File: src/rtl/bcd_scan_display_if.sv
// Bus bundle for bcd_scan_display: value/load/blank inputs and the scanned
// segment/anode outputs plus the frame-swap pulse.
interface bcd_scan_display_if #(
  parameter int N_DIGITS = 4
);
  logic [4*N_DIGITS-1:0] bcd_in;
  logic [N_DIGITS-1:0]   dp_in;
  logic                  load;
  logic                  blank;
  logic [7:0]            seg_out;
  logic [N_DIGITS-1:0]   digit_en;
  logic                  frame_swap;

  modport master (
    output bcd_in, dp_in, load, blank,
    input  seg_out, digit_en, frame_swap
  );

  modport slave (
    input  bcd_in, dp_in, load, blank,
    output seg_out, digit_en, frame_swap
  );
endinterface

File: src/rtl/bcd_scan_display.sv
// Time-multiplexed N-digit 7-segment driver with a double-buffered value.
// Optional leading-zero blanking: define BCD_SCAN_LZB_EN.
module bcd_scan_display #(
  parameter int N_DIGITS = 4,
  parameter int SCAN_DIV = 50000
) (
  input logic               clk,
  input logic               reset,
  bcd_scan_display_if.slave bus
);
  localparam int CNT_W = (SCAN_DIV > 1) ? $clog2(SCAN_DIV) : 1;
  localparam int IDX_W = (N_DIGITS > 1) ? $clog2(N_DIGITS) : 1;
  localparam logic [CNT_W-1:0] CNT_MAX = CNT_W'(SCAN_DIV - 1);
  localparam logic [IDX_W-1:0] IDX_MAX = IDX_W'(N_DIGITS - 1);

  logic [CNT_W-1:0]      cnt;
  logic [IDX_W-1:0]      idx;
  logic                  started;
  logic [4*N_DIGITS-1:0] disp_bcd, pend_bcd;
  logic [N_DIGITS-1:0]   disp_dp, pend_dp;
  logic                  pend_valid;

  logic                  tick, wrap, swap, started_nx, lz;
  logic [IDX_W-1:0]      idx_nx, idx_show;
  logic [4*N_DIGITS-1:0] disp_bcd_nx;
  logic [N_DIGITS-1:0]   disp_dp_nx;
  logic [3:0]            nib;
  logic                  dp_bit;
  logic [7:0]            seg_nx;
  logic [N_DIGITS-1:0]   en_nx;

  function automatic logic [6:0] decode7(input logic [3:0] v);
    case (v)
      4'd0:    decode7 = 7'h3F;
      4'd1:    decode7 = 7'h06;
      4'd2:    decode7 = 7'h5B;
      4'd3:    decode7 = 7'h4F;
      4'd4:    decode7 = 7'h66;
      4'd5:    decode7 = 7'h6D;
      4'd6:    decode7 = 7'h7D;
      4'd7:    decode7 = 7'h07;
      4'd8:    decode7 = 7'h7F;
      4'd9:    decode7 = 7'h67;
      default: decode7 = 7'h71;
    endcase
  endfunction

  // NOTE: every always_comb output gets a value on every path, so no latches.
  always_comb begin
    tick = (cnt == CNT_MAX);
    // The first tick after reset enters slot 0 rather than advancing past it.
    if (!started || idx == IDX_MAX) idx_nx = '0;
    else                            idx_nx = idx + 1'b1;
    idx_show    = tick ? idx_nx : idx;
    wrap        = tick && (idx_nx == '0);
    swap        = wrap && pend_valid;
    disp_bcd_nx = swap ? pend_bcd : disp_bcd;
    disp_dp_nx  = swap ? pend_dp  : disp_dp;
    nib         = disp_bcd_nx[4*int'(idx_show) +: 4];
    dp_bit      = disp_dp_nx[idx_show];
`ifdef BCD_SCAN_LZB_EN
    lz = (idx_show != '0)
         && ((disp_bcd_nx >> (4*int'(idx_show))) == '0)
         && ((disp_dp_nx >> idx_show) == '0);
`else
    lz = 1'b0;
`endif
    started_nx = started | tick;
    // Outputs are recomputed every edge, but index and display only move on a
    // tick, so they still change only at slot boundaries (or on blank).
    if (!started_nx || bus.blank) begin
      seg_nx = 8'hFF;
      en_nx  = '1;
    end else begin
      seg_nx = lz ? 8'hFF : ~{dp_bit, decode7(nib)};
      en_nx  = ~(N_DIGITS'(1) << idx_show);
    end
  end

  // NOTE: sequential state uses non-blocking assignments only.
  always_ff @(posedge clk or posedge reset) begin
    if (reset) begin
      cnt            <= '0;
      idx            <= '0;
      started        <= 1'b0;
      disp_bcd       <= '0;
      disp_dp        <= '0;
      pend_bcd       <= '0;
      pend_dp        <= '0;
      pend_valid     <= 1'b0;
      bus.seg_out    <= 8'hFF;
      bus.digit_en   <= '1;
      bus.frame_swap <= 1'b0;
    end else begin
      cnt      <= tick ? '0 : cnt + 1'b1;
      idx      <= idx_show;
      started  <= started_nx;
      disp_bcd <= disp_bcd_nx;
      disp_dp  <= disp_dp_nx;
      // A load on the swap edge refills pending after the old value moved out.
      if (bus.load) begin
        pend_bcd   <= bus.bcd_in;
        pend_dp    <= bus.dp_in;
        pend_valid <= 1'b1;
      end else if (swap) begin
        pend_valid <= 1'b0;
      end
      bus.seg_out    <= seg_nx;
      bus.digit_en   <= en_nx;
      bus.frame_swap <= swap;
    end
  end
endmodule

File: src/flat_wrapper.sv
// flat-port wrapper written by rule: the top's interface ports become plain ports
module bcd_scan_display_flat 
#(
  parameter int N_DIGITS = 4,
  parameter int SCAN_DIV = 50000
)
  (clk, reset, bus_bcd_in, bus_dp_in, bus_load, bus_blank, bus_seg_out, bus_digit_en, bus_frame_swap);
  bcd_scan_display_if #(.N_DIGITS(N_DIGITS)) bus_i ();
  input logic clk;
  input logic reset;
  input wire logic [$bits(bus_i.bcd_in)-1:0] bus_bcd_in;
  input wire logic [$bits(bus_i.dp_in)-1:0] bus_dp_in;
  input wire logic [$bits(bus_i.load)-1:0] bus_load;
  input wire logic [$bits(bus_i.blank)-1:0] bus_blank;
  output wire logic [$bits(bus_i.seg_out)-1:0] bus_seg_out;
  output wire logic [$bits(bus_i.digit_en)-1:0] bus_digit_en;
  output wire logic [$bits(bus_i.frame_swap)-1:0] bus_frame_swap;
  assign bus_i.bcd_in = bus_bcd_in;
  assign bus_i.dp_in = bus_dp_in;
  assign bus_i.load = bus_load;
  assign bus_i.blank = bus_blank;
  assign bus_seg_out = bus_i.seg_out;
  assign bus_digit_en = bus_i.digit_en;
  assign bus_frame_swap = bus_i.frame_swap;
  bcd_scan_display #(.N_DIGITS(N_DIGITS), .SCAN_DIV(SCAN_DIV)) u_core (.clk(clk), .reset(reset), .bus(bus_i));
endmodule
File: config.mk
export PLATFORM = sky130hd
export DESIGN_NAME = bcd_scan_display_flat
export DESIGN_NICKNAME = d
export VERILOG_FILES = /design/src/rtl/bcd_scan_display_if.sv /design/src/rtl/bcd_scan_display.sv /design/src/flat_wrapper.sv
export SDC_FILE = /design/constraint.sdc
export NUM_CORES = 1
export LEC_CHECK = 0
export ABC_AREA = 1
export CORE_UTILIZATION = 28
export DETAILED_ROUTE_END_ITERATION = 8
export PLACE_DENSITY = 0.51
export SYNTH_ARGS = -nofsm -noshare
export SYNTH_HDL_FRONTEND = slang
export SYNTH_SLANG_ARGS = --single-unit
File: constraint.sdc
create_clock -name clk -period 3 [get_ports clk]
set_clock_uncertainty 0.1 [all_clocks]
set_input_delay 0.6 -clock clk [delete_from_list [all_inputs] [get_ports clk]]
set_output_delay 0.6 -clock clk [all_outputs]
set_load 0.05 [all_outputs]
=== Word-level counts from Yosys, hierarchy flattened ===
Memory sizes are Yosys's and may differ from the RTL's.
Index checks and enable logic that the tools add are counted.

* Bits in registers: 73
* ROM bits: 112
* Output and inout bits: 13
* Logic and storage cells: 42
* Memories kept: 1

{| class="wikitable"
|+ Memory list
! memory !! words !! bits a word !! rd ports !! clocked after memory_dff !! wr ports !! RTL line !! RTL
|-
| (name not given) || 16 || 7 || 1 || 0 || 0 || bcd_scan_display.sv:33 || <nowiki>case (v)</nowiki>
|}

* Add/sub/neg operators: 2
* Magnitude comparators: 1
* Eq/ne operators: 2
* Shift-type cells: 2
* Multiplexer cells: 12
* Bitwise operators: 3
* Reductions and logical operators: 8

{| class="wikitable"
|+ Operator list
! kind !! count
|-
| 2-to-1 mux 16 bit || 2
|-
| adder 16 x 1 -> 16 bit, second input constant || 1
|-
| equality test 16 bit, second input constant || 1
|-
| indexed part select 16 x 5 -> 4 bit || 1
|-
| 2-to-1 mux 4 bit || 2
|-
| 2-to-1 mux 8 bit || 1
|-
| NOT 8 bit || 1
|-
| 2-to-1 mux 7 bit || 1
|-
| 2-to-1 mux 2 bit || 2
|-
| NOT 4 bit || 1
|-
| << shifter 1 x 2 -> 4 bit, first input constant || 1
|-
| less-than comparator 2 x 3 -> 1 bit, second input constant || 1
|-
| 2-to-1 mux 1 bit || 3
|-
| adder 2 x 1 -> 2 bit, second input constant || 1
|-
| binary-select mux 1 bit (select 2 bit) || 1
|-
| equality test 2 bit, second input constant || 1
|-
| logical AND 1 bit || 2
|-
| zero test 1 bit || 2
|-
| zero test 2 bit || 1
|-
| logical OR 1 bit || 2
|-
| nonzero test 2 bit || 1
|-
| bitwise OR 1 bit || 1
|}

=== Longest topological paths before layout ===
Gate-level depths: netlist (run 1).
An unclocked memory read counts as a cell.

* Depth in word-level cells: 12
* Depth in mapped cells: 18

=== Worst setup path before layout (run 1) ===
Ideal clock, no wire load.

* Path kind: register to register
* Start point: reg u_core.idx[0]
* End point: reg u_core.bus.seg_out[3]
* Setup time: 79 ps
* Arrival time: 2176 ps
* Data required time: 2821 ps
* Setup slack: 645 ps
* Cell stages (with the launch flop): 14
* Cells stage by stage: dfrtp_1 ha_1 o21ai_0 nand4_4 buf_6 nand2_1 o21ai_1 nand2_1 nand4_1 inv_2 ha_1 nand2_4 a21oi_1 nand2_1

* Word-level cells in the longest chain between the ends: 12
* Elaborated cells between the ends (all ways): 14

{| class="wikitable"
|+ Ends and longest elaborated chain
! element !! RTL line !! RTL
|-
| from (decl) || bcd_scan_display.sv:17 || <nowiki>logic [IDX_W-1:0] idx;</nowiki>
|-
| from (signal assigned) || bcd_scan_display.sv:96 || <nowiki>idx <= idx_show;</nowiki>
|-
| parallel branches: the longest is 2 deep, another holds adder 2 x 1 -> 2 bit || - ||
|-
| 2-to-1 mux 2 bit (*) || bcd_scan_display.sv:52 || <nowiki>if (!started || idx == IDX_MAX) idx_nx = '0;</nowiki>
|-
| zero test 2 bit (*) || bcd_scan_display.sv:55 || <nowiki>wrap = tick && (idx_nx == '0);</nowiki>
|-
| logical AND 1 bit (*) || bcd_scan_display.sv:55 ||
|-
| logical AND 1 bit (*) || bcd_scan_display.sv:56 || <nowiki>swap = wrap && pend_valid;</nowiki>
|-
| 2-to-1 mux 16 bit (*) || bcd_scan_display.sv:57 || <nowiki>disp_bcd_nx = swap ? pend_bcd : disp_bcd;</nowiki>
|-
| via u_core.disp_bcd_nx[0] || bcd_scan_display.sv:25 || <nowiki>logic [4*N_DIGITS-1:0] disp_bcd_nx;</nowiki>
|-
| indexed part select 16 x 5 -> 4 bit (*) || bcd_scan_display.sv:59 || <nowiki>nib = disp_bcd_nx[4*int'(idx_show) +: 4];</nowiki>
|-
| memory read (16 x 7 bit) (*) || - ||
|-
| 2-to-1 mux 7 bit (*) || bcd_scan_display.sv:71 || <nowiki>if (!started_nx || bus.blank) begin</nowiki>
|-
| NOT 8 bit (*) || bcd_scan_display.sv:75 || <nowiki>seg_nx = lz ? 8'hFF : ~{dp_bit, decode7(nib)};</nowiki>
|-
| 2-to-1 mux 8 bit (*) || bcd_scan_display.sv:71 ||
|-
| via u_core.seg_nx[3] || bcd_scan_display.sv:29 || <nowiki>logic [7:0] seg_nx;</nowiki>
|-
| to (signal assigned) || bcd_scan_display.sv:108 || <nowiki>bus.seg_out <= seg_nx;</nowiki>
|-
| to (decl) || bcd_scan_display_if.sv:21 || <nowiki>output seg_out, digit_en, frame_swap</nowiki>
|}

Mark *: on every way through the listed nets, which the timed path passes. The select of a mux whose other input is x is not followed.
A chain may end at the register's enable or synchronous reset.

=== Final worst setup path (run 1) ===
Same ends and word-level chain as after synthesis.

==> results.py, run 1 <==
metrics = {
    "status": {
        "status": "finished, final reports clean",
    },
    "setup_path": {
        "crit_required_ps": 3160,
        "timing.critical_path.buf_inv": 1,
        "timing.critical_path.to_type": "flip-flop",
        "worst_path_max_delay_cell": "sky130_fd_sc_hd__dfrtp_1",
        "critPathMostFrequentCell": "sky130_fd_sc_hd__nand2_1",
        "critPathTopFamily": "simple AND/OR/NAND/NOR gates",
        "critical_path_cell_sequence": "ha_1, o21ai_0, nand4_4, nand2_1, o21ai_1, nand2_1, nand4_1, inv_2, ha_1, nand2_4, a21oi_1, nand2_1",
        "critical_path.startpoint_type": "flip-flop",
        "setup.worst_path.class": "flip-flop to flip-flop",
        "crit_arrival_ps": 2850,
        "path_max_fanout": 16,
        "critical_path.max_stage_delay_ps": 400,
    },
    "floorplanning": {
        "die_area_sq_um": 13600,
        "die_height_microns": 117,
        "initial_core_utilization_pct": 28.9,
        "io_pins": 37,
        "die_w_microns": 117,
        "core_region_area_sq_um": 12700,
        "placement_rows": 41,
    },
    "yosys": {
        "synth_seq_cells": 73,
        "synthesis.area_per_instance_sq_um": 8.85,
        "synth_nets": 448,
        "syn-instance-count": 416,
        "seq_area_frac_synth_pct": 50.0,
        "synth.top_cells.by_area": "sky130_fd_sc_hd__dfrtp_1 (41%), sky130_fd_sc_hd__nand2_1 (12%), sky130_fd_sc_hd__dfstp_2 (8.6%)",
        "synth_cell_types": 35,
        "synth_area_sq_um": 3680,
        "synth_warnings": 0,
        "synth_largest_area_cell": "sky130_fd_sc_hd__dfrtp_1",
        "synth_top_cell_area_share_pct": 41.5,
    },
    "place": {
        "numPortBuffers": 36,
        "detailed_place_hpwl_mm": 5.58,
        "gp_routability_congestion": 0.810,
    },
    "drt": {
        "number_of_vias_after_detailed_routing": 2707,
        "wirelength_per_cell_microns": 12.1,
        "remaining_drc_errors": 0,
        "detail-route-antenna-nets": 0,
        "drt_first_pass_iters": 5,
        "drtIter0Drc": 132,
        "wirelength_mm": 7.66,
        "via_per_inst": 4.26,
    },
    "clock_tree": {
        "insertion_delay_ps": 340,
        "cts.htree.levels": 3,
        "cts.sink_count": 73,
        "cts_hold_buffers": 0,
        "cts_setup_buffers": 0,
        "clk_path_buf_depth": 2,
        "cts_resized": 0,
        "clock-root-buffer": "sky130_fd_sc_hd__clkbuf_16",
        "cts.clk_slew.worst_paths_ps": 60,
        "cts_made_buffers": 9,
        "tritoncts_clock_tree": "done",
    },
    "timing": {
        "setup_repair_after_global_routing_missed_its_margin": "no",
        "final.min_clock_period_ps": 2680,
        "maxSlewHeadroom_pct": 66.2,
        "setup_violations": 0,
        "worstMarginPinSlew_ps": 506,
        "finalMaxSlewViolations": 0,
        "maxClockFrequency_mhz": 373,
        "finalCritPeriodShare_pct": 89.4,
        "final.setup.tns_ps": 0,
        "fin_worst_hold_slack_ps": 372,
        "timing_hold_violations_final": 0,
    },
    "power": {
        "power.density_nw_per_um2": 480,
        "max-vdd-ir-drop_uv": 239,
        "power_leakage_nw": 2.22,
        "post_route_total_power_mw": 2.18,
    },
    "final_layout": {
        "layout_common_cells": "sky130_fd_sc_hd__nand2_1 (117), sky130_fd_sc_hd__dfrtp_1 (61), sky130_fd_sc_hd__inv_1 (44)",
        "utilization_after_layout_pct": 35.7,
        "layout_commonest_cell": "sky130_fd_sc_hd__nand2_1",
        "num-nets-final": 490,
        "area_growth_syn_to_layout_pct": 23.3,
        "final_layout_size_suffix_gt1_share_pct": 23.1,
        "antenna_cells_inserted": 0,
    },
    "job": {
        "maxCapViolations": 0,
    },
    "global_routing": {
        "wire_length_of_the_first_global_routing_pass_mm": 13.2,
        "pin_count_of_the_biggest_net_entering_global_routing": 74,
        "grt_use_total_pct": 12.9,
        "grt-ovfl-total": 0,
        "number_of_global_route_vias_before_repair": 2626,
        "antenna_found_initial": 0,
    },
    "hold_path": {
        "min_path_type": "flip-flop to flip-flop",
    },
}
[path summary, 6_finish.rpt]
| kind | from | endpoint | slack (ps) | cells after the start |
|---|---|---|---|---|
| worst max-delay path | u_core.idx[0] | u_core.bus.seg_out[3] | 320 | 12 |
| min in group asynchronous | reset | u_core.bus.frame_swap | 570 | 3 |
| max in group asynchronous | reset | u_core.bus.seg_out[7] | 1890 | 3 |
| worst min-delay path | u_core.cnt[0] | u_core.cnt[0] | 370 | 1 |
| worst min register to register | u_core.cnt[0] | u_core.cnt[0] | 370 | 1 |
| worst max register to register | u_core.idx[0] | u_core.bus.seg_out[3] | 320 | 12 |
[power by group]
group	switching, mW	internal, mW
clock network	0.421	0.646
logic	0.0493	0.0406
registers	0.0128	1.01
total	0.483	1.70
[Yosys cell counts (all sizes together)]
cell type  count
a21oi          8
a31oi          1
buf            3
clkbuf         5
clkinv         1
dfrtp         61
dfstp         12
ha             8
inv           56
nand2        159
nand3         17
nand4         14
nor2          35
nor3           1
nor3b          1
nor4           1
o21a           1
o21ai         27
or2            4
xor2           1
[sequential cells by signal (all words and copies together) (netlist names)]
register / count
u_core.bus.digit_en: 4
u_core.cnt: 16
u_core.idx: 2
u_core.bus.seg_out: 8
u_core.disp_bcd: 16
u_core.disp_dp: 4
u_core.pend_valid: 1
u_core.pend_bcd: 16
u_core.started: 1
u_core.pend_dp: 4
u_core.bus.frame_swap: 1
[layout make-up]
cell class                 count  area (sq um)
clock inverter                 6          68.8
fill                        1378          8180
inverter                      57           219
tap                          172           215
timing repair buffer          39           395
sequential                    73          1840
clock buffer                  10           229
multi-input combinational    278          1570
[per-layer routing]
| metal | wire [microns] | vias to the layer above | global-route usage, % |
|---|---|---|---|
| li1 | - | 1381 | - |
| met1 | 4000 | 1265 | 18.3 |
| met2 | 3170 | 50 | 18.2 |
| met3 | 310 | 11 | 2.80 |
| met4 | 180 | 0 | 7.17 |
| met5 | 0 | - | 0 |
[per-stage QoR]
| step | setup slack, ps | instances | cell area, sq um |
|---|---|---|---|
| after global routing | 31.3 | 635 | 4540 |
| after CTS | 329 | 635 | 4540 |
| after detailed placement | 338 | 619 | 4240 |
| after global placement | 430 | 619 | 4240 |
| after floorplan | 467 | 416 | 3680 |
| final | 318 | 635 | 4540 |
[worst register-to-register path: stages (launching register included)]
cell and delay [ps]:
sky130_fd_sc_hd__dfrtp_1 400, sky130_fd_sc_hd__ha_1 320, sky130_fd_sc_hd__o21ai_0 310, sky130_fd_sc_hd__nand4_4 330
sky130_fd_sc_hd__nand2_1 150, sky130_fd_sc_hd__o21ai_1 90, sky130_fd_sc_hd__nand2_1 70, sky130_fd_sc_hd__nand4_1 230
sky130_fd_sc_hd__inv_2 150, sky130_fd_sc_hd__ha_1 210, sky130_fd_sc_hd__nand2_4 60, sky130_fd_sc_hd__a21oi_1 130
sky130_fd_sc_hd__nand2_1 70
[logic make-up (layout without fill, tap and decap cells)]
group	after synthesis	in the layout	synth area share, %
xor gates and xnor gates	1	1	0.238
DFF	73	73	50.0
and+or+nand+nor	232	232	34.3
AOI/OAI and AO/OA	37	37	5.44
adders and majority gates	8	8	2.72
buffers and inverters	65	112	7.27
Power figures use the tool's default switching activity.
==> run 2, diff against run 1 <==
--- a/config.mk
+++ b/config.mk
@@ -6,9 +6,9 @@
 export NUM_CORES = 1
 export LEC_CHECK = 0
 export ABC_AREA = 1
-export CORE_UTILIZATION = 28
+export CORE_UTILIZATION = 40
 export DETAILED_ROUTE_END_ITERATION = 8
-export PLACE_DENSITY = 0.51
+export PLACE_DENSITY = 0.65
 export SYNTH_ARGS = -nofsm -noshare
 export SYNTH_HDL_FRONTEND = slang
 export SYNTH_SLANG_ARGS = --single-unit
==> results.py, run 2 (synthesis gave the netlist of run 1 again) <==
metrics = {
    "global_routing": {
        "number_of_global_route_vias_before_repair": 2591,
        "global_route.usage.met3_pct": 4.01,
        "pin_count_of_the_biggest_net_entering_global_routing": 37,
        "antenna_found_initial": 0,
        "wire_length_of_the_first_global_routing_pass_mm": 12.4,
        "global_route.peak_usage_layer": "met2",
        "grt_use_met1_pct": 23.2,
        "grt_use_total_pct": 16.4,
        "grt-ovfl-total": 0,
        "grtUsageMet2_pct": 24.4,
    },
    "timing": {
        "finalMaxSlewViolations": 0,
        "final.setup.tns_ps": 0,
        "maxSlewHeadroom_pct": 64.3,
        "setup_repair_after_global_routing_missed_its_margin": "no",
        "setup_violations": 0,
        "worstMarginPinSlew_ps": 535,
        "timing_hold_violations_final": 0,
        "finalCritPeriodShare_pct": 87.5,
        "final.min_clock_period_ps": 2620,
        "maxClockFrequency_mhz": 381,
        "final_critical_path_setup_slack_ps": 376,
    },
    "setup_path": {
        "timing.critical_path.to_type": "flip-flop",
        "setup.worst_path.class": "flip-flop to flip-flop",
        "crit_arrival_ps": 2820,
        "path_max_fanout": 16,
        "crit_required_ps": 3190,
        "critical_path.startpoint_type": "flip-flop",
    },
    "drt": {
        "detail-route-antenna-nets": 0,
        "wirelength_per_cell_microns": 12.3,
        "remaining_drc_errors": 3,
        "via_per_inst": 4.77,
        "wirelength_mm": 7.05,
        "number_of_vias_after_detailed_routing": 2727,
        "drt_first_pass_iters": 8,
        "drtIter0Drc": 119,
    },
    "clock_tree": {
        "cts_hold_buffers": 0,
        "insertion_delay_ps": 360,
        "cts_made_buffers": 9,
        "tritoncts_clock_tree": "done",
        "cts.sink_count": 73,
        "cts_resized": 0,
        "cts_setup_buffers": 0,
        "cts.clk_slew.worst_paths_ps": 80,
        "clk_path_buf_depth": 2,
        "cts.htree.levels": 3,
        "clock-root-buffer": "sky130_fd_sc_hd__clkbuf_8",
    },
    "power": {
        "max-vdd-ir-drop_uv": 273,
        "power_leakage_nw": 2.19,
        "power.density_nw_per_um2": 441,
    },
    "final_layout": {
        "antenna_cells_inserted": 0,
        "area_growth_syn_to_layout_pct": 19.0,
        "layout_commonest_cell": "sky130_fd_sc_hd__nand2_1",
        "num-nets-final": 491,
        "largest_registers": "u_core.cnt (16), u_core.disp_bcd (16), u_core.pend_bcd (16)",
        "final_layout_size_suffix_gt1_share_pct": 23.5,
        "layout_common_cells": "sky130_fd_sc_hd__nand2_1 (117), sky130_fd_sc_hd__dfrtp_1 (61), sky130_fd_sc_hd__inv_1 (44)",
    },
    "floorplanning": {
        "core_region_area_sq_um": 8810,
        "io_pins": 37,
        "initial_core_utilization_pct": 41.8,
        "placement_rows": 34,
        "die_area_sq_um": 9590,
        "die_height_microns": 97.9,
        "die_w_microns": 97.9,
    },
    "place": {
        "gp_routability_congestion": 0.852,
        "detailed_place_hpwl_mm": 5.35,
        "pre_cts_setup_slack_ps": 385,
        "numPortBuffers": 36,
    },
    "status": {
        "status": "finished, violations left",
        "violations": "DRC",
    },
    "job": {
        "maxCapViolations": 0,
    },
    "hold_path": {
        "min_path_type": "flip-flop to flip-flop",
    },
}
==> run 2: cell count changes in the layout (fill, tap and decap cells not counted) <==
cell / change
sky130_fd_sc_hd__clkbuf_16: -9
sky130_fd_sc_hd__clkbuf_8: +9
sky130_fd_sc_hd__clkinv_4: -2
sky130_fd_sc_hd__inv_6: +2
sky130_fd_sc_hd__inv_8: +2
sky130_fd_sc_hd__buf_4: +1
sky130_fd_sc_hd__clkbuf_1: -1
sky130_fd_sc_hd__clkinv_2: -1
==> run 2: final cells by class <==
cell class                      instances  area [sq um]
Multi-Input combinational cell        278          1570
Timing Repair Buffer                   40           403
Fill cell                             832          4420
Clock inverter                          7          86.3
Inverter                               57           219
Clock buffer                            9           124
Sequential cell                        73          1840
Tap cell                              108           135
==> run 2: metal layers <==
metal / vias up / part of all wire [%]
li1: 1382 / -
met1: 1278 / 51
met2: 57 / 43
met3: 10 / 4.4
met4: 0 / 1.6
met5: - / 0
==> run 2: critical path, stage by stage (launching register included) <==
cell	delay, ps
sky130_fd_sc_hd__dfrtp_1	410
sky130_fd_sc_hd__ha_1	330
sky130_fd_sc_hd__o21ai_0	330
sky130_fd_sc_hd__nand4_4	310
sky130_fd_sc_hd__nand2_1	140
sky130_fd_sc_hd__o21ai_1	100
sky130_fd_sc_hd__nand2_1	70
sky130_fd_sc_hd__nand4_1	200
sky130_fd_sc_hd__inv_2	130
sky130_fd_sc_hd__ha_1	200
sky130_fd_sc_hd__nand2_4	60
sky130_fd_sc_hd__a21oi_1	120
sky130_fd_sc_hd__nand2_1	60
==> run 2: final timing paths <==
path                       slack, ps          start  cells past startpoint                     to
min in group asynchronous        500          reset                      2      u_core.pend_dp[3]
max                              380  u_core.idx[0]                     12  u_core.bus.seg_out[3]
max in group asynchronous       1620          reset                      3  u_core.bus.seg_out[0]
min                              370  u_core.cnt[0]                      1          u_core.cnt[0]
max reg2reg                      380  u_core.idx[0]                     12  u_core.bus.seg_out[3]
min reg2reg                      370  u_core.cnt[0]                      1          u_core.cnt[0]
==> run 2: stage by stage <==
| step | hold slack [ps] | instance area (sq um) | power, mW | util [%] | std cells |
|---|---|---|---|---|---|
| 5_1_grt | 397 | 4380 | 2.02 | 49.8 | 572 |
| 6_report | 366 | 4380 | 1.93 | 49.8 | 572 |
| 2_1_floorplan | 330 | 3680 | 1.08 | - | 416 |
| 4_1_cts | 369 | 4380 | 1.96 | 49.8 | 572 |
| 3_5_place_dp | 358 | 4170 | 1.13 | 47.4 | 556 |
| 3_3_place_gp | 345 | 4170 | 1.13 | 47.4 | 556 |
==> run 2: where the power goes <==
part	internal (mW)	switching, mW	leakage, nW
logic	0.0412	0.0488	1.16
registers	1.01	0.0123	0.923
clock network	0.403	0.419	0.104
total	1.45	0.481	2.19
